`src/rtl/fdiv_iter.sv`:
```
// Iterative IEEE-754 single-precision divider, y = x1 / x2.
// Radix-2 restoring mantissa divide, one quotient bit per cycle, with a fixed latency of QBITS+2.
module fdiv_iter #(
   parameter int QBITS = 26
) (
   input  logic        clk,
   input  logic        rstn,
   input  logic [31:0] x1,
   input  logic [31:0] x2,
   input  logic        valid_in,
   output logic        ready,
   output logic [31:0] y,
   output logic        ovf,
   output logic        valid_out
);

   typedef enum logic [1:0] {IDLE, PREP, DIV, ROUND} state_t;

   localparam int CW = $clog2(QBITS + 1);
   // quotient bits below the round bit only feed sticky
   localparam logic [QBITS-1:0] LOW_MASK = QBITS'((64'd1 << (QBITS - 26)) - 64'd1);

   state_t             state, state_nx;
   logic [31:0]        a_q, b_q;
   logic               sign_q, special_q, bzero_q, azero_q;
   logic signed [9:0]  e_q;
   logic [23:0]        mb_q;
   logic [24:0]        r_q;
   logic [QBITS-1:0]   q_q;
   logic [CW-1:0]      cnt_q;
   logic [31:0]        y_q;
   logic               ovf_q;

   logic [23:0]        ma, mb;
   logic               adj;
   logic signed [9:0]  e_prep;
   logic [25:0]        diff;
   logic               ge;
   logic [24:0]        r_nx;
   logic               g, rb, sticky, lsb, up;
   logic [24:0]        mant;
   logic signed [9:0]  e_r;
   logic [31:0]        y_rnd;
   logic               ovf_rnd;

   always_comb begin
      ma     = {1'b1, a_q[22:0]};
      mb     = {1'b1, b_q[22:0]};
      adj    = (ma < mb);
      e_prep = $signed({2'b00, a_q[30:23]}) - $signed({2'b00, b_q[30:23]})
               + 10'sd127 - $signed({9'd0, adj});
   end

   // remainder stays below 2*mb, so the bit shifted out is always zero
   always_comb begin
      diff = {1'b0, r_q} - {2'b00, mb_q};
      ge   = ~diff[25];
      r_nx = ge ? {diff[23:0], 1'b0} : {r_q[23:0], 1'b0};
   end

   always_comb begin
      g       = q_q[QBITS-25];
      rb      = q_q[QBITS-26];
      lsb     = q_q[QBITS-24];
      sticky  = (|r_q) | (|(q_q & LOW_MASK));
      up      = g & (rb | sticky | lsb);
      mant    = {1'b0, q_q[QBITS-1 -: 24]} + {24'd0, up};
      e_r     = e_q + $signed({9'd0, mant[24]});
      y_rnd   = {sign_q, e_r[7:0], mant[22:0]};
      ovf_rnd = 1'b0;
      if (special_q)
         y_rnd = {sign_q, 8'hFF, 23'h0};
      else if (bzero_q && !azero_q)
         y_rnd = {sign_q, 8'hFF, 23'h0};
      else if (azero_q)
         y_rnd = {sign_q, 31'h0};
      else if (e_r >= 10'sd255) begin
         y_rnd   = {sign_q, 8'hFF, 23'h0};
         ovf_rnd = 1'b1;
      end else if (e_r <= 10'sd0)
         y_rnd = {sign_q, 31'h0};
   end

   always_comb begin
      state_nx = state;
      case (state)
         IDLE:    if (valid_in) state_nx = PREP;
         PREP:    state_nx = DIV;
         DIV:     if (cnt_q == CW'(QBITS - 1)) state_nx = ROUND;
         ROUND:   state_nx = IDLE;
         default: state_nx = IDLE;
      endcase
   end

   always_ff @(posedge clk or negedge rstn) begin
      if (!rstn) state <= IDLE;
      else       state <= state_nx;
   end

   always_ff @(posedge clk or negedge rstn) begin
      if (!rstn) begin
         a_q       <= '0;
         b_q       <= '0;
         sign_q    <= 1'b0;
         special_q <= 1'b0;
         bzero_q   <= 1'b0;
         azero_q   <= 1'b0;
         e_q       <= '0;
         mb_q      <= '0;
         r_q       <= '0;
         q_q       <= '0;
         cnt_q     <= '0;
         y_q       <= '0;
         ovf_q     <= 1'b0;
      end else begin
         case (state)
            IDLE: if (valid_in) begin
               a_q <= x1;
               b_q <= x2;
            end
            PREP: begin
               sign_q    <= a_q[31] ^ b_q[31];
               special_q <= (&a_q[30:23]) | (&b_q[30:23]);
               bzero_q   <= ~(|b_q[30:23]);
               azero_q   <= ~(|a_q[30:23]);
               e_q       <= e_prep;
               mb_q      <= mb;
               r_q       <= adj ? {ma, 1'b0} : {1'b0, ma};
               q_q       <= '0;
               cnt_q     <= '0;
            end
            DIV: begin
               r_q   <= r_nx;
               q_q   <= {q_q[QBITS-2:0], ge};
               cnt_q <= cnt_q + 1'b1;
            end
            ROUND: begin
               y_q   <= y_rnd;
               ovf_q <= ovf_rnd;
            end
            default: ;
         endcase
      end
   end

   // result is presented during ROUND and held in y_q afterwards
   assign ready     = (state == IDLE);
   assign valid_out = (state == ROUND);
   assign y         = valid_out ? y_rnd : y_q;
   assign ovf       = valid_out ? ovf_rnd : ovf_q;

endmodule

```
`config.mk`:
```
export PLATFORM = sky130hd
export DESIGN_NAME = fdiv_iter
export DESIGN_NICKNAME = d
export VERILOG_FILES = /design/src/rtl/fdiv_iter.sv
export SDC_FILE = /design/constraint.sdc
export NUM_CORES = 1
export LEC_CHECK = 0
export BUFFER_PORTS_ARGS = -buffer_cell sky130_fd_sc_hd__buf_4
export CORE_MARGIN = 4
export CORE_UTILIZATION = 65
export DETAILED_ROUTE_END_ITERATION = 12
export PLACE_DENSITY = 0.86
export SLEW_MARGIN = 5
export SYNTH_ARGS = -nofsm -noshare
export SYNTH_HDL_FRONTEND = slang
export SYNTH_SLANG_ARGS = --single-unit
```
`constraint.sdc`:
```
create_clock -name clk -period 7.4 [get_ports clk]
set_input_delay 0 -clock clk [delete_from_list [all_inputs] [get_ports clk]]
set_output_delay 0 -clock clk [all_outputs]
set_load 0.02 [all_outputs]
```
## After elaboration in Yosys (flattened, before gate mapping)

Cells that the tools add are included.

| word-level totals | value |
|---|---|
| flip-flop bits (word level) | 193 |
| input bits | 67 |
| output and inout bits | 35 |
| word-level logic and storage cells | 68 |

| cells by class | value |
|---|---|
| $add $sub $neg | 7 |
| order comparisons | 3 |
| eq/ne operators | 6 |
| multiplexer cells | 19 |
| bitwise logic cells | 8 |
| reduce and logical (&&, ||, !) cells | 11 |

Operator list:

| operator | count |
|---|---|
| 31-bit two-way mux | 5 |
| 26-bit one-hot mux with 2 select lines | 1 |
| 25-bit two-way mux | 2 |
| 25-bit one-hot mux with 2 select lines | 1 |
| 32-bit two-way mux | 1 |
| 25-bit by 24-bit subtractor with 26-bit output | 1 |
| 24-bit by 1-bit adder with 25-bit output | 1 |
| 25-bit OR reduction | 1 |
| 24-bit < comparator | 1 |
| 8-bit AND reduction | 2 |
| 8-bit OR reduction | 2 |
| 10-bit by 2-bit adder with 10-bit output | 1 |
| 9-bit by 8-bit adder with 10-bit output, second input constant | 1 |
| 10-bit by 9-bit >= comparator with 1-bit output, second input constant | 1 |
| 10-bit by 1-bit <= comparator with 1-bit output, second input constant | 1 |
| 5-bit one-hot mux with 2 select lines | 1 |
| 10-bit by 2-bit subtractor with 10-bit output | 1 |
| 8-bit by 8-bit subtractor with 9-bit output | 1 |
| 2-bit one-hot mux with 4 select lines | 1 |
| 5-bit by 1-bit adder with 5-bit output, second input constant | 1 |
| 5-bit equality test, second input constant | 1 |
| 1-bit two-way mux | 5 |
| 2-bit equality test, second input constant | 2 |
| 2-bit two-way mux | 2 |
| other kinds (11) | 17 |

## Logic depth before layout (Yosys ltp)

Gate-level depths: netlist (run 1).

| depth | value |
|---|---|
| depth after elaboration | 13 |
| gate-level depth with buffers | 19 |
| mapped depth without buffers | 18 |

## Worst setup path before layout (run 1)

OpenSTA, ideal clock, no wires.

| timing | value |
|---|---|
| path type | register to register |
| start point | register a_q[15] |
| end point | register e_q[7] |
| library setup time | 0.131 ns |
| arrival time | 3.761 ns |
| required time | 7.269 ns |
| setup slack | 3.508 ns |
| cell stages (with the launch flop) | 19 |
| buffers on the path | 1 |
| clock period less this slack | 3.892 ns |
| cells stage by stage | dfrtp_1 ha_1 a21oi_1 o21ai_0 a221oi_1 o21ai_0 nor2_2 buf_2 inv_1 ha_1 ha_1 fa_1 a21o_1 a21oi_1 nor2b_1 o21a_1 or3_1 nand3_1 o21ai_0 |

| on the way | value |
|---|---|
| cells in the longest elaborated chain, start to end | 2 |

RTL lines:

| what | line | source |
|---|---|---|
| start, declared | 24 | `logic [31:0] a_q, b_q;` |
| start signal, assigned | 102 | `a_q <= '0;` |
| start signal, assigned | 118 | `a_q <= x1;` |
| 24-bit < comparator | 49 | `adj = (ma < mb);` |
| 10-bit by 2-bit subtractor with 10-bit output | 51 | `+ 10'sd127 - $signed({9'd0, adj});` |
| end signal, assigned | 126 | `e_q <= e_prep;` |
| end, declared | 26 | `logic signed [9:0] e_q;` |

Every way passes these cells.
A chain may end at the register's enable or synchronous reset.

## Final worst setup path (run 1)

| timing | value |
|---|---|
| start point | register q_q[1] |
| end point | output port y[16] |

| on the way | value |
|---|---|
| cells in the longest elaborated chain, start to end | 10 |
| elaborated cells between the ends (all ways) | 11 |
| classes of those cells | add/sub (2); order compare (2); mux (6); bitwise (1) |

RTL lines:

| what | line | source |
|---|---|---|
| start, declared | 29 | `logic [QBITS-1:0] q_q;` |
| start signal, assigned | 134 | `q_q <= {q_q[QBITS-2:0], ge};` |
| 1-bit AND * | 66 | `up = g & (rb \| sticky \| lsb);` |
| 24-bit by 1-bit adder with 25-bit output * | 67 | `mant = {1'b0, q_q[QBITS-1 -: 24]} + {24'd0, up};` |
| 10-bit by 2-bit adder with 10-bit output | 68 | `e_r = e_q + $signed({9'd0, mant[24]});` |
| 10-bit by 1-bit <= comparator with 1-bit output | 80 | `end else if (e_r <= 10'sd0)` |
| 31-bit two-way mux | 80 |  |
| 31-bit two-way mux * | 77 | `else if (e_r >= 10'sd255) begin` |
| 31-bit two-way mux * | 75 | `else if (azero_q)` |
| 31-bit two-way mux * | 73 | `else if (bzero_q && !azero_q)` |
| 31-bit two-way mux * | 71 | `if (special_q)` |
| 32-bit two-way mux * | -- |  |
| end, declared | 12 | `output logic [31:0] y,` |

Mark *: on every way between the ends. The rest lies on a longest branch, timed or not.

==> results of run 1 <==
power by group through the flow:
stage                     Combinational (mW)  Clock [mW]  Sequential [mW]
after floorplan                         3.57           0             1.70
after global placement                  4.27           0             1.80
after detailed placement                4.39           0             1.82
after CTS                               4.50       0.929             1.81
after global routing                    5.04       0.980             1.88
final                                   4.55       0.923             1.83
cells in the final DEF (no fill, tap or decap), drive strengths merged, types with 10 or more instances in the layout:
master,netlist,routed
o2bb2ai,23,23
dfrtp,193,193
nand3,52,52
nand4,13,13
nor4,14,14
and3,10,10
a21o,20,20
nor3,17,17
ha,71,71
nor2,63,63
buf,18,107
o22ai,10,10
clkbuf,32,19
a21oi,50,50
mux2i,15,15
xor2,18,18
nand2,75,75
a211oi,11,11
mux2,86,86
o21ai,87,87
dlygate4sd3,0,65
xnor2,43,43
inv,100,108
stage by stage:
stage,power (mW),instances
finish,7.31,1499
CTS,7.24,1499
global placement,6.06,1402
global route,7.90,1499
detailed placement,6.21,1402
floorplan,5.27,1124
per-layer routing:
layer	track usage (%)	routed length (um)	vias up
met5	0	13	-
met4	10.4	890	2
met3	6.14	1480	78
met2	50.9	14100	292
met1	38.8	12200	4409
li1	-	-	4280
sequential cells by signal, summed over array words and instances, names as in the netlist, 2 cells and up:
name,count
a_q,32
b_q,32
y_q,32
q_q,26
r_q,25
mb_q,24
e_q,10
cnt_q,5
state,2
area by class of cell:
type	count	area, sq um	area share (%)
tap	220	275	2.08
timing repair buffer	173	1470	11.1
clock buffer	18	439	3.31
clock inverter	14	145	1.09
inverter	101	379	2.86
multi-input combinational	780	5720	43.2
sequential	193	4830	36.4
worst paths after layout:
check | cells past startpoint | endpoint
setup / recovery | 18 | y[16]
hold / removal | 4 | state[1]
setup reg to reg | 17 | y_q[16]
hold reg to reg | 1 | mb_q[23]
max in group asynchronous | 3 | b_q[22]
min in group asynchronous | 2 | sign_q
tightest hold or removal path: cells and delay by family:
family	cells	cell delay (ns)
and+or+nand+nor	1	0.04
AOI/OAI and AO/OA	2	0.29
buffers and inverters	1	0.09
synthesized netlist by cell type (6+ instances only):
| master | n | share of area, % |
|---|---|---|
| dfrtp_1 | 193 | 43 |
| inv_1 | 100 | 3.4 |
| mux2_2 | 86 | 8.7 |
| o21ai_0 | 83 | 3.7 |
| nand2_1 | 75 | 2.5 |
| ha_1 | 71 | 8.0 |
| nor2_1 | 62 | 2.1 |
| nand3_1 | 52 | 2.3 |
| a21oi_1 | 49 | 2.2 |
| xnor2_1 | 43 | 3.4 |
| clkbuf_1 | 32 | 1.1 |
| o2bb2ai_1 | 23 | 1.8 |
| a21o_1 | 20 | 1.3 |
| xor2_1 | 18 | 1.4 |
| nor3_1 | 17 | 0.76 |
| mux2i_1 | 15 | 1.3 |
| nor4_1 | 14 | 0.79 |
| nand4_1 | 13 | 0.73 |
| a211oi_1 | 10 | 0.67 |
| and3_1 | 10 | 0.56 |
| o22ai_1 | 10 | 0.56 |
| buf_1 | 8 | 0.27 |
| o21a_1 | 8 | 0.54 |
| o221ai_1 | 8 | 0.63 |
| a31oi_1 | 7 | 0.39 |
| nand2b_1 | 7 | 0.39 |
| nor2b_1 | 7 | 0.39 |
| o211ai_1 | 7 | 0.47 |
| buf_2 | 6 | 0.27 |
cell families (layout without fill, tap and decap cells):
| group | count (synthesis) | in the layout | share of synthesized area [%] |
|---|---|---|---|
| flops | 193 | 193 | 43.3 |
| compound gates | 268 | 268 | 16.1 |
| buf+inv | 151 | 306 | 5.39 |
| mux | 101 | 101 | 10.0 |
| simple gates | 276 | 276 | 11.8 |
| fa+ha+maj | 74 | 74 | 8.51 |
| xor+xnor | 61 | 61 | 4.79 |
what timing repair did:
| item | 4_1_cts | 5_1_grt |
|---|---|---|
| hold buffers | 65 | 0 |
| gates resized for setup | 0 | 0 |
| endpoints found under the hold margin | 180 | 0 |
==> PnR_summary.wiki, run 1 <==
{| class="wikitable"
! Metric !! Value
|-
| Clock network fraction of design power || around 13%
|-
| Clk sinks || between 150 and 200
|-
| Bufs on Longest Clock Path || 2
|-
| H-tree Lvls || 4
|-
| Area after DPL || 0.0120 sq mm
|-
| Floorplan die area || ~0.019 sq mm
|-
| Biggest fanout along the worst timing path || 21
|-
| Die Height || about 140 um
|-
| Clock transition time at the flip-flop clock pins of the worst setup and hold paths || 0.07 ns
|-
| Total gr overflow || 0
|-
| Data required time at the worst endpoint || approximately 7.4 ns
|-
| Share of the core filled with cells in the final layout || between 70% and 80%
|-
| Setup clock skew after layout || 0.00988 ns
|-
| Min-Delay Startpoint || valid_in
|-
| Critical Path, Cell by Cell || and2_1, ha_1, nand2_1, nor2_1, nand2_1, nor2_1, and3_1, and3_1, ha_1, ha_1, and3_1, nand3_1, xor2_1, o41ai_1, nor2_1, nand2_1, o2bb2ai_1, buf_4
|-
| WL per Instance || between 15 and 20 um
|-
| Setup total negative slack || 0 ns
|-
| Num rows || 47
|-
| GR Util All Layers || about 30%
|-
| Number of distinct library cells after synthesis || 70
|-
| Launch point of the critical path || q_q[1]
|-
| Number of enable flip-flop cells after synthesis || 0
|-
| Buf+Inv Stages, Crit Path || 1
|-
| Final antenna diode count || 0
|-
| Async S/R FF share, synth || between 90% and 100%
|-
| Detailed Place HPWL || between 15000 and 20000 um
|-
| Wirelength, routed || ~29000 um
|-
| Final period demand of the worst path || approximately 5.0 ns
|-
| Power share of the combinational group || 62.3%
|-
| Post-CTS setup buffer count || 0
|-
| Worst slew margin || 25.3%
|-
| Net count of the finished layout || around 1.4k
|-
| Number of standard cells after synthesis || roughly 1.1k
|-
| Via count || ~9k
|-
| Worst skew pair latency || 0.44 ns
|-
| Switching fraction of total power || approximately 46%
|-
| Worst slack after detailed placement || 2.91 ns
|-
| Measured slew at the worst slew-check pin || roughly 1.1 ns
|-
| Final-report hold violation count || 0
|-
| Power density of the placed cells || between 500 and 600 mW/mm^2
|-
| Count of pins over their slew limit || 0
|-
| Switching power || about 3.4 mW
|-
| Clock tree from TritonCTS || yes
|-
| Max rail drop VDD || 440 uV
|-
| Path class of the lowest-slack min-delay path || in -> reg
|-
| Core area || 0.0167 sq mm
|-
| Pin count of the biggest net entering global routing || 118
|-
| Port Buffers || around 100
|-
| Number of global-route vias before repair || a little over 9k
|-
| Internal power summed over all cells || 3.95 mW
|-
| Critical Path Sink Type || primary output
|-
| Sequential area share after synthesis || a little over two fifths
|-
| Horizontal extent of the die || about 140 um
|-
| Post-route DRC || 0
|-
| Final non-filler cell area || between 0.01 and 0.015 sq mm
|-
| Part of the power in registers || between 20% and 30%
|-
| Post-route antenna net violation count || 0
|-
| Syn-to-layout area delta || 19.0%
|-
| Total of max-cap violations || 0
|-
| Category of the critical setup timing path || reg -> out
|-
| Max frequency || between 150 and 200 MHz
|-
| Main flop type after synthesis || dfrtp_1
|-
| Final WS setup || between 2 and 2.5 ns
|-
| Final weighted congestion in routability-driven placement || 0.952
|-
| Biggest cell delay along the critical path || ~0.57 ns
|-
| Global-route wire length before repair || around 47000 um
|-
| Lkg Pwr || ~5.9 nW
|-
| Register-to-register setup slack || roughly 2.9 ns
|-
| Total CTS buffers || 17
|-
| Mean number of vias per cell || around 6
|-
| Reg-to-reg startpoint || q_q[1]
|-
| Delay-heaviest family, CP || simple AND/OR/NAND/NOR gates
|-
| Fraction of layout instances using a drive strength above 1 || 18.9%
|-
| Setup-failing EPs final || 0
|-
| Warnings, synthesis || 0
|-
| Worst Hold Margin || roughly 0.036 ns
|-
| Filler Cells Inserted || between 1k and 1.5k
|-
| Violation count after the first detailed-routing iteration || 775
|-
| Type of origin of the critical path || flip-flop
|-
| Final critical-path share of the clock period || roughly 68%
|-
| Synth Cell Area || 0.0111 sq mm
|-
| Crit path arrival time || ~5.0 ns
|-
| Effective utilization at floorplan || between 60% and 70%
|-
| Ports placed on the boundary || between 100 and 150
|-
| Post-synthesis register bit count || between 150 and 200
|-
| Highest-delay cell along the critical path || nand2_1
|-
| Mean Syn Cell Area || 9.92 sq um
|-
| RSZ-0062 raised after global routing || no
|-
| Antenna violations before repair || 1
|-
| DRT Pass-1 Iters || 7
|-
| Result of the run || complete, no violations
|-
| Post-Syn Nets || around 1.3k
|-
| Root Buffer Master || clkbuf_16
|}
(Power assumes the default switching activity.)
==> run 2, diff against run 1 <==
--- a/config.mk
+++ b/config.mk
@@ -7,9 +7,9 @@
 export LEC_CHECK = 0
 export BUFFER_PORTS_ARGS = -buffer_cell sky130_fd_sc_hd__buf_4
 export CORE_MARGIN = 4
-export CORE_UTILIZATION = 65
+export CORE_UTILIZATION = 55
 export DETAILED_ROUTE_END_ITERATION = 12
-export PLACE_DENSITY = 0.86
+export PLACE_DENSITY = 0.78
 export SLEW_MARGIN = 5
 export SYNTH_ARGS = -nofsm -noshare
 export SYNTH_HDL_FRONTEND = slang
==> constraint.sdc (replaced) <==
create_clock -name clk -period 4.25 [get_ports clk]
set_input_delay 0 -clock clk [delete_from_list [all_inputs] [get_ports clk]]
set_output_delay 0 -clock clk [all_outputs]
set_load 0.02 [all_outputs]
==> PnR_summary.wiki, run 2 (synthesis results as in run 1) <==
{| class="wikitable"
! Metric !! Value
|-
| Clock tree from TritonCTS || yes (unchanged)
|-
| Setup-failing EPs final || 0 (unchanged)
|-
| Worst slack after detailed placement || 0.136 ns (was 2.91 ns)
|-
| Power density of the placed cells || 936 mW/mm^2 (was 551 mW/mm^2)
|-
| Biggest cell delay along the critical path || 0.43 ns (was 0.57 ns)
|-
| Root Buffer Master || clkbuf_16 (unchanged)
|-
| Wirelength, routed || 28500 um (was 28600 um)
|-
| Post-layout total power || 12.8 mW (was 7.31 mW)
|-
| Max frequency || between 200 and 250 MHz
|-
| Lkg Pwr || 6.04 nW (was 5.95 nW)
|-
| Crit path arrival time || 4.13 ns (was 5.01 ns)
|-
| Ports placed on the boundary || 102 (unchanged)
|-
| Total of max-cap violations || 0 (unchanged)
|-
| Buf+Inv Stages, Crit Path || 3 (was 1)
|-
| Biggest fanout along the worst timing path || 21 (unchanged)
|-
| Fraction of layout instances using a drive strength above 1 || 22.4% (was 18.9%)
|-
| Pin count of the biggest net entering global routing || 121 (was 118)
|-
| Die Height || 150 um (was 139 um)
|-
| Bufs on Longest Clock Path || 2 (unchanged)
|-
| Max rail drop VDD || 582 uV (was 440 uV)
|-
| Total gr overflow || 0 (unchanged)
|-
| Detailed Place HPWL || 19000 um (was 18300 um)
|-
| Final weighted congestion in routability-driven placement || 0.953 (was 0.952)
|-
| Measured slew at the worst slew-check pin || 1.10 ns (was 1.12 ns)
|-
| Final critical-path share of the clock period || just under 100%
|-
| Antenna violations before repair || 0 (was 1)
|-
| Biggest registers after layout || a_q x32, b_q x32, y_q x32 (unchanged)
|-
| Syn-to-layout area delta || 22.7% (was 19.0%)
|-
| Worst Hold Margin || 0.273 ns (was 0.0356 ns)
|-
| Path class of the lowest-slack min-delay path || in -> async (was in -> reg)
|-
| Clk sinks || 193 (unchanged)
|-
| Filler Cells Inserted || 1438 (was 1066)
|-
| Leading cell type in the layout, fill and taps excluded || dfrtp_1 (unchanged)
|-
| Horizontal extent of the die || 150 um (was 139 um)
|-
| Final period demand of the worst path || approximately 4.1 ns
|-
| Post-route antenna net violation count || 0 (unchanged)
|-
| Type of origin of the critical path || flip-flop (unchanged)
|-
| Worst R2R Path Depth || 17 (unchanged)
|-
| Critical path's most frequent cell || and3_4
|-
| Floorplan die area || 0.0226 sq mm (was 0.0193 sq mm)
|-
| Reg-to-reg startpoint || a_q[15] (was q_q[1])
|-
| Total CTS buffers || 17 (unchanged)
|-
| Delay-heaviest family, CP || simple AND/OR/NAND/NOR gates (unchanged)
|-
| Switching power || 5.94 mW (was 3.36 mW)
|-
| GR Util All Layers || 25.8% (was 30.1%)
|-
| Count of pins over their slew limit || 0 (unchanged)
|-
| Worst slew margin || 26.7% (was 25.3%)
|-
| Power share of the combinational group || 62.9% (was 62.3%)
|-
| Switching fraction of total power || 46.4% (was 46.0%)
|-
| Global-route wire length before repair || 46300 um (was 47400 um)
|-
| Core area || 0.0197 sq mm (was 0.0167 sq mm)
|-
| Via count || 9113 (was 9061)
|-
| Number of global-route vias before repair || 9089 (was 9337)
|-
| Commonest non-fill, non-tap cells in the layout || dfrtp_1 (193), buf_4 (114), inv_1 (100), mux2_2 (86), o21ai_0 (82) (was dfrtp_1 (193), buf_4 (107), inv_1 (100), mux2_2 (86), o21ai_0 (83))
|-
| Worst reg2reg endpoint || e_q[7] (was y_q[16])
|-
| Setup clock skew after layout || 0.0135 ns (was 0.00988 ns)
|-
| Final antenna diode count || 0 (unchanged)
|-
| Part of the power in registers || 24.8% (was 25.1%)
|-
| Result of the run || complete, no violations (unchanged)
|-
| Highest-delay cell along the critical path || dfrtp_1 (was nand2_1)
|-
| Category of the critical setup timing path || reg -> out (unchanged)
|-
| Critical Path Sink Type || primary output (unchanged)
|-
| Mean number of vias per cell || 5.86 (was 6.04)
|-
| Worst skew pair latency || 0.45 ns (was 0.44 ns)
|-
| Port Buffers || 101 (unchanged)
|-
| H-tree Lvls || 4 (unchanged)
|-
| Final WS setup || 0.121 ns (was 2.39 ns)
|-
| Violation count after the first detailed-routing iteration || 641 (was 775)
|-
| Data required time at the worst endpoint || 4.25 ns (was 7.40 ns)
|-
| WL per Instance || 18.3 um (was 19.1 um)
|-
| Clock transition time at the flip-flop clock pins of the worst setup and hold paths || 0.08 ns (was 0.07 ns)
|-
| DRT Pass-1 Iters || 5 (was 7)
|-
| Effective utilization at floorplan || 56.5% (was 66.7%)
|-
| Clock network fraction of design power || 12.3% (was 12.6%)
|-
| Final-report hold violation count || 0 (unchanged)
|-
| Internal power summed over all cells || 6.86 mW (was 3.95 mW)
|-
| Critical Path, Cell by Cell || inv_1, nor3_4, and3_4, nand2_2, nor2_2, and3_4, and3_4, ha_4, ha_4, and3_4, nand2_1, nor3_2, xnor2_2, and3_1, a41oi_2, nand2_2, buf_12, o2bb2ai_2, buf_4 (was and2_1, ha_1, nand2_1, nor2_1, nand2_1, nor2_1, and3_1, and3_1, ha_1, ha_1, and3_1, nand3_1, xor2_1, o41ai_1, nor2_1, nand2_1, o2bb2ai_1, buf_4)
|-
| Setup total negative slack || 0 ns (unchanged)
|-
| Register-to-register setup slack || 0.40 ns (was 2.87 ns)
|-
| Num rows || 51 (was 47)
|-
| Post-route DRC || 0 (unchanged)
|-
| Net count of the finished layout || 1419 (was 1407)
|}
[run 2: cell types whose count changed in the layout (fill, tap and decap cells not counted), moves of 4 or more]
| cell | before | now |
|---|---|---|
| o2bb2ai_1 | 23 | 2 |
| o2bb2ai_2 | 0 | 20 |
| buf_4 | 107 | 114 |
| and3_1 | 10 | 6 |
| and3_4 | 0 | 4 |
| clkinvlp_4 | 0 | 4 |
[run 2: worst max-delay path by stage]
stage            start  endpoint  slack, ns  cells after the start
3_5_place_dp    q_q[1]      y[5]       0.14                     19
2_1_floorplan  a_q[15]    e_q[7]       0.36                     18
4_1_cts         q_q[2]      y[9]      0.005                     20
3_3_place_gp    q_q[1]     y[20]       0.27                     19
6_report        q_q[9]      y[4]       0.12                     19
5_1_grt         q_q[9]      y[4]      -0.07                     19
[run 2: per-stage QoR]
| step | utilization, % | area (sq um) | cells |
|---|---|---|---|
| 2_1_floorplan | - | 11100 | 1124 |
| 3_3_place_gp | 61.6 | 12100 | 1454 |
| 3_5_place_dp | 61.6 | 12100 | 1454 |
| 4_1_cts | 68.4 | 13500 | 1554 |
| 5_1_grt | 69.4 | 13700 | 1556 |
| 6_report | 69.4 | 13700 | 1556 |
[run 2: power by group through the flow]
stage | combinational (mW) | sequential [mW] | clock (mW)
after floorplan | 6.22 | 2.96 | 0
after global placement | 7.50 | 3.14 | 0
after detailed placement | 7.71 | 3.17 | 0
after CTS | 7.91 | 3.14 | 1.59
after global routing | 8.91 | 3.26 | 1.67
final | 8.05 | 3.17 | 1.57
[run 2: layout make-up]
cell class,count,area [sq um],share of cell area (%)
Clock buffer,17,425,3.11
Clock inverter,15,144,1.05
Inverter,101,379,2.77
Multi-Input combinational cell,780,5970,43.7
Sequential cell,193,4830,35.3
Tap cell,265,332,2.42
Timing Repair Buffer,185,1590,11.6
[run 2: what timing repair did]
item | in CTS | in global routing
endpoints found under the setup margin | 30 | 30
pin swaps | 3 | 5
hold buffers | 66 | 0
endpoints found under the hold margin | 184 | 0
resized for setup | 19 | 29
setup buffers | 2 | 2
[run 2: routing by layer]
metal | wire, um | vias up | global-route usage (%)
met3 | 1460 | 50 | 4.55
met2 | 13900 | 278 | 43.0
li1 | - | 4315 | -
met4 | 614 | 0 | 7.82
met1 | 12500 | 4470 | 34.6
met5 | 0 | - | 0
==> run 3, diff against run 2 <==
--- a/config.mk
+++ b/config.mk
@@ -9,6 +9,7 @@
 export CORE_MARGIN = 4
 export CORE_UTILIZATION = 55
 export DETAILED_ROUTE_END_ITERATION = 12
+export GPL_TIMING_DRIVEN = 0
 export PLACE_DENSITY = 0.78
 export SLEW_MARGIN = 5
 export SYNTH_ARGS = -nofsm -noshare
==> PnR_summary.wiki, run 3 (synthesis results as in run 1) <==
{| class="wikitable"
! Metric !! Value
|-
| Setup clock skew after layout || 0.0179 ns (was 0.0135 ns)
|-
| Worst R2R Path Depth || 18 (was 17)
|-
| Number of global-route vias before repair || 9379 (was 9089)
|-
| Setup-failing EPs final || 0 (unchanged)
|-
| Die Height || 150 um (unchanged)
|-
| Min-Delay Startpoint || valid_in
|-
| Num rows || 51 (unchanged)
|-
| Launch point of the critical path || q_q[9] (unchanged)
|-
| Post-layout total power || 13.2 mW (was 12.8 mW)
|-
| Final antenna diode count || 0 (unchanged)
|-
| Syn-to-layout area delta || 24.7% (was 22.7%)
|-
| Clock tree from TritonCTS || yes (unchanged)
|-
| Wirelength, routed || 30400 um (was 28500 um)
|-
| Clock transition time at the flip-flop clock pins of the worst setup and hold paths || 0.07 ns (was 0.08 ns)
|-
| Power density of the placed cells || 951 mW/mm^2 (was 936 mW/mm^2)
|-
| Area after DPL || 0.0123 sq mm (was 0.0121 sq mm)
|-
| Horizontal extent of the die || 150 um (unchanged)
|-
| Biggest fanout along the worst timing path || 5 (was 21)
|-
| Highest-delay cell along the critical path || o41ai_4 (was dfrtp_1)
|-
| Category of the critical setup timing path || reg -> out (unchanged)
|-
| Reg-to-reg startpoint || a_q[13] (was a_q[15])
|-
| Global-route wire length before repair || 47900 um (was 46300 um)
|-
| Biggest cell delay along the critical path || 0.47 ns (was 0.43 ns)
|-
| Final period demand of the worst path || 4.19 ns (was 4.13 ns)
|-
| Measured slew at the worst slew-check pin || 0.731 ns (was 1.10 ns)
|-
| Commonest non-fill, non-tap cells in the layout || dfrtp_1 (193), buf_4 (108), inv_1 (100), mux2_2 (86), o21ai_0 (81) (was dfrtp_1 (193), buf_4 (114), inv_1 (100), mux2_2 (86), o21ai_0 (82))
|-
| Cell count after placement || 1491 (was 1454)
|-
| Delay-heaviest family, CP || simple AND/OR/NAND/NOR gates (unchanged)
|-
| Crit path arrival time || 4.19 ns (was 4.13 ns)
|-
| Register-to-register setup slack || 0.27 ns (was 0.40 ns)
|-
| RSZ-0062 raised after global routing || yes
|-
| Data required time at the worst endpoint || 4.25 ns (about the same)
|-
| Lkg Pwr || 6.13 nW (was 6.04 nW)
|-
| Buf+Inv Stages, Crit Path || 2 (was 3)
|-
| Non-filler instance count after layout || 1596 (was 1556)
|-
| Bufs on Longest Clock Path || 2 (unchanged)
|-
| Antenna violations before repair || 0 (unchanged)
|-
| Total of max-cap violations || 0 (unchanged)
|-
| Share of the core filled with cells in the final layout || 70.5% (was 69.4%)
|-
| DRT Pass-1 Iters || 7 (was 5)
|-
| Type of origin of the critical path || flip-flop (unchanged)
|-
| Biggest registers after layout || a_q x32, b_q x32, y_q x32 (unchanged)
|-
| Worst reg2reg endpoint || e_q[7] (unchanged)
|-
| Max frequency || 239 MHz (was 242 MHz)
|-
| Final non-filler cell area || 0.0139 sq mm (was 0.0137 sq mm)
|-
| Worst skew pair latency || 0.43 ns (was 0.45 ns)
|-
| Worst slack after detailed placement || -0.323 ns (was 0.136 ns)
|-
| Filler Cells Inserted || 1374 (was 1438)
|-
| Final WS setup || 0.0598 ns (was 0.121 ns)
|-
| Max rail drop VDD || 608 uV (was 582 uV)
|-
| Leading cell type in the layout, fill and taps excluded || dfrtp_1 (unchanged)
|-
| Final critical-path share of the clock period || 98.6% (was 97.1%)
|-
| Via count || 9466 (was 9113)
|-
| Floorplan die area || 0.0226 sq mm (unchanged)
|-
| Total gr overflow || 0 (unchanged)
|-
| Fraction of layout instances using a drive strength above 1 || 21.9% (was 22.4%)
|-
| Path class of the lowest-slack min-delay path || in -> reg (was in -> async)
|-
| Critical Path, Cell by Cell || inv_1, nor3_4, and3_1, nand2_2, nor2_2, and3_4, and3_4, ha_4, ha_4, xor2_2, and3_1, nand3_1, o41ai_4, nand2_1, and2_1, a21oi_1, buf_4 (was inv_1, nor3_4, and3_4, nand2_2, nor2_2, and3_4, and3_4, ha_4, ha_4, and3_4, nand2_1, nor3_2, xnor2_2, and3_1, a41oi_2, nand2_2, buf_12, o2bb2ai_2, buf_4)
|-
| Port Buffers || 101 (unchanged)
|-
| Pin count of the biggest net entering global routing || 119 (was 121)
|-
| Total CTS buffers || 17 (unchanged)
|-
| Net count of the finished layout || 1459 (was 1419)
|-
| Final-report hold violation count || 0 (unchanged)
|-
| Clk sinks || 193 (unchanged)
|-
| WL per Instance || 19.1 um (was 18.3 um)
|-
| Ports placed on the boundary || 102 (unchanged)
|-
| Instance count along the most critical hold path || 4
|-
| Worst slew margin || 51.2% (was 26.7%)
|-
| Root Buffer Master || clkbuf_16 (unchanged)
|-
| Violation count after the first detailed-routing iteration || 811 (was 641)
|-
| GR Util All Layers || 26.8% (was 25.8%)
|-
| Result of the run || complete, no violations (unchanged)
|-
| Effective utilization at floorplan || 56.5% (unchanged)
|-
| Critical Path Sink Type || primary output (unchanged)
|-
| Endpoint of the worst hold-timing path || state[1]
|-
| H-tree Lvls || 4 (unchanged)
|-
| Core area || 0.0197 sq mm (unchanged)
|-
| Post-route antenna net violation count || 0 (unchanged)
|-
| Detailed Place HPWL || 20500 um (was 19000 um)
|-
| Final weighted congestion in routability-driven placement || 0.917 (was 0.953)
|-
| Post-route DRC || 0 (unchanged)
|-
| Count of pins over their slew limit || 0 (unchanged)
|-
| Mean number of vias per cell || 5.93 (was 5.86)
|}
-- run 3: changes by cell type in the layout (fill, tap and decap cells not counted), moves of 3 or more --
cell / previous run / this run
buf_1: 0 / 8
clkinv_2: 0 / 3
buf_4: 114 / 108
clkbuf_1: 0 / 35
buf_8: 0 / 3
inv_8: 4 / 0
buf_2: 0 / 3
-- run 3: routing by layer --
layer	global-route usage, %	share of wire, %	up-vias
met5	0	0	-
met4	7.82	2.7	0
met3	4.30	5.8	71
met2	44.9	49	341
met1	36.0	42	4657
li1	-	-	4397
-- run 3: worst max path at each step --
stage | to | depth (start not counted) | slack, ns
after floorplan | e_q[7] | 18 | 0.36
after global placement | y[3] | 19 | -0.29
after detailed placement | y[6] | 19 | -0.32
after CTS | y[10] | 20 | -0.03
after global routing | y[24] | 17 | -0.12
final | y[24] | 17 | 0.06
-- run 3: power by group --
group,internal (mW),switching [mW]
Combinational,3.69,4.74
Sequential,2.54,0.653
Clock,0.871,0.720
Total,7.11,6.11
-- run 3: worst min-delay path: stages --
cell     delay (ns)
buf_4          0.13
nor2b_1        0.12
a21oi_1        0.08
o21ai_0        0.13
-- run 3: area by class of cell --
type | instances | area, sq um | area share (%)
Tap cell | 265 | 332 | 2.39
Timing Repair Buffer | 175 | 1520 | 10.9
Multi-Input combinational cell | 780 | 6020 | 43.3
Buffer | 50 | 248 | 1.78
Clock inverter | 12 | 134 | 0.963
Sequential cell | 193 | 4830 | 34.7
Clock buffer | 20 | 437 | 3.14
Inverter | 101 | 379 | 2.73
-- run 3: timing repair --
item                                    CTS  global route
endpoints found under the setup margin   62            34
gates cloned                              0             1
pin swaps                                10             6
resized for setup                        32            32
setup buffers                             6             1
hold buffers                             65             0
endpoints found under the hold margin   139             0
-- run 3: through the flow --
stage,setup TNS (ns),hold slack [ns]
after floorplan,0,-0.296
after global placement,-11.16,0.233
after detailed placement,-13.42,0.0262
after CTS,-0.203,0.0456
after global routing,-0.991,0.117
final,0,0.0786
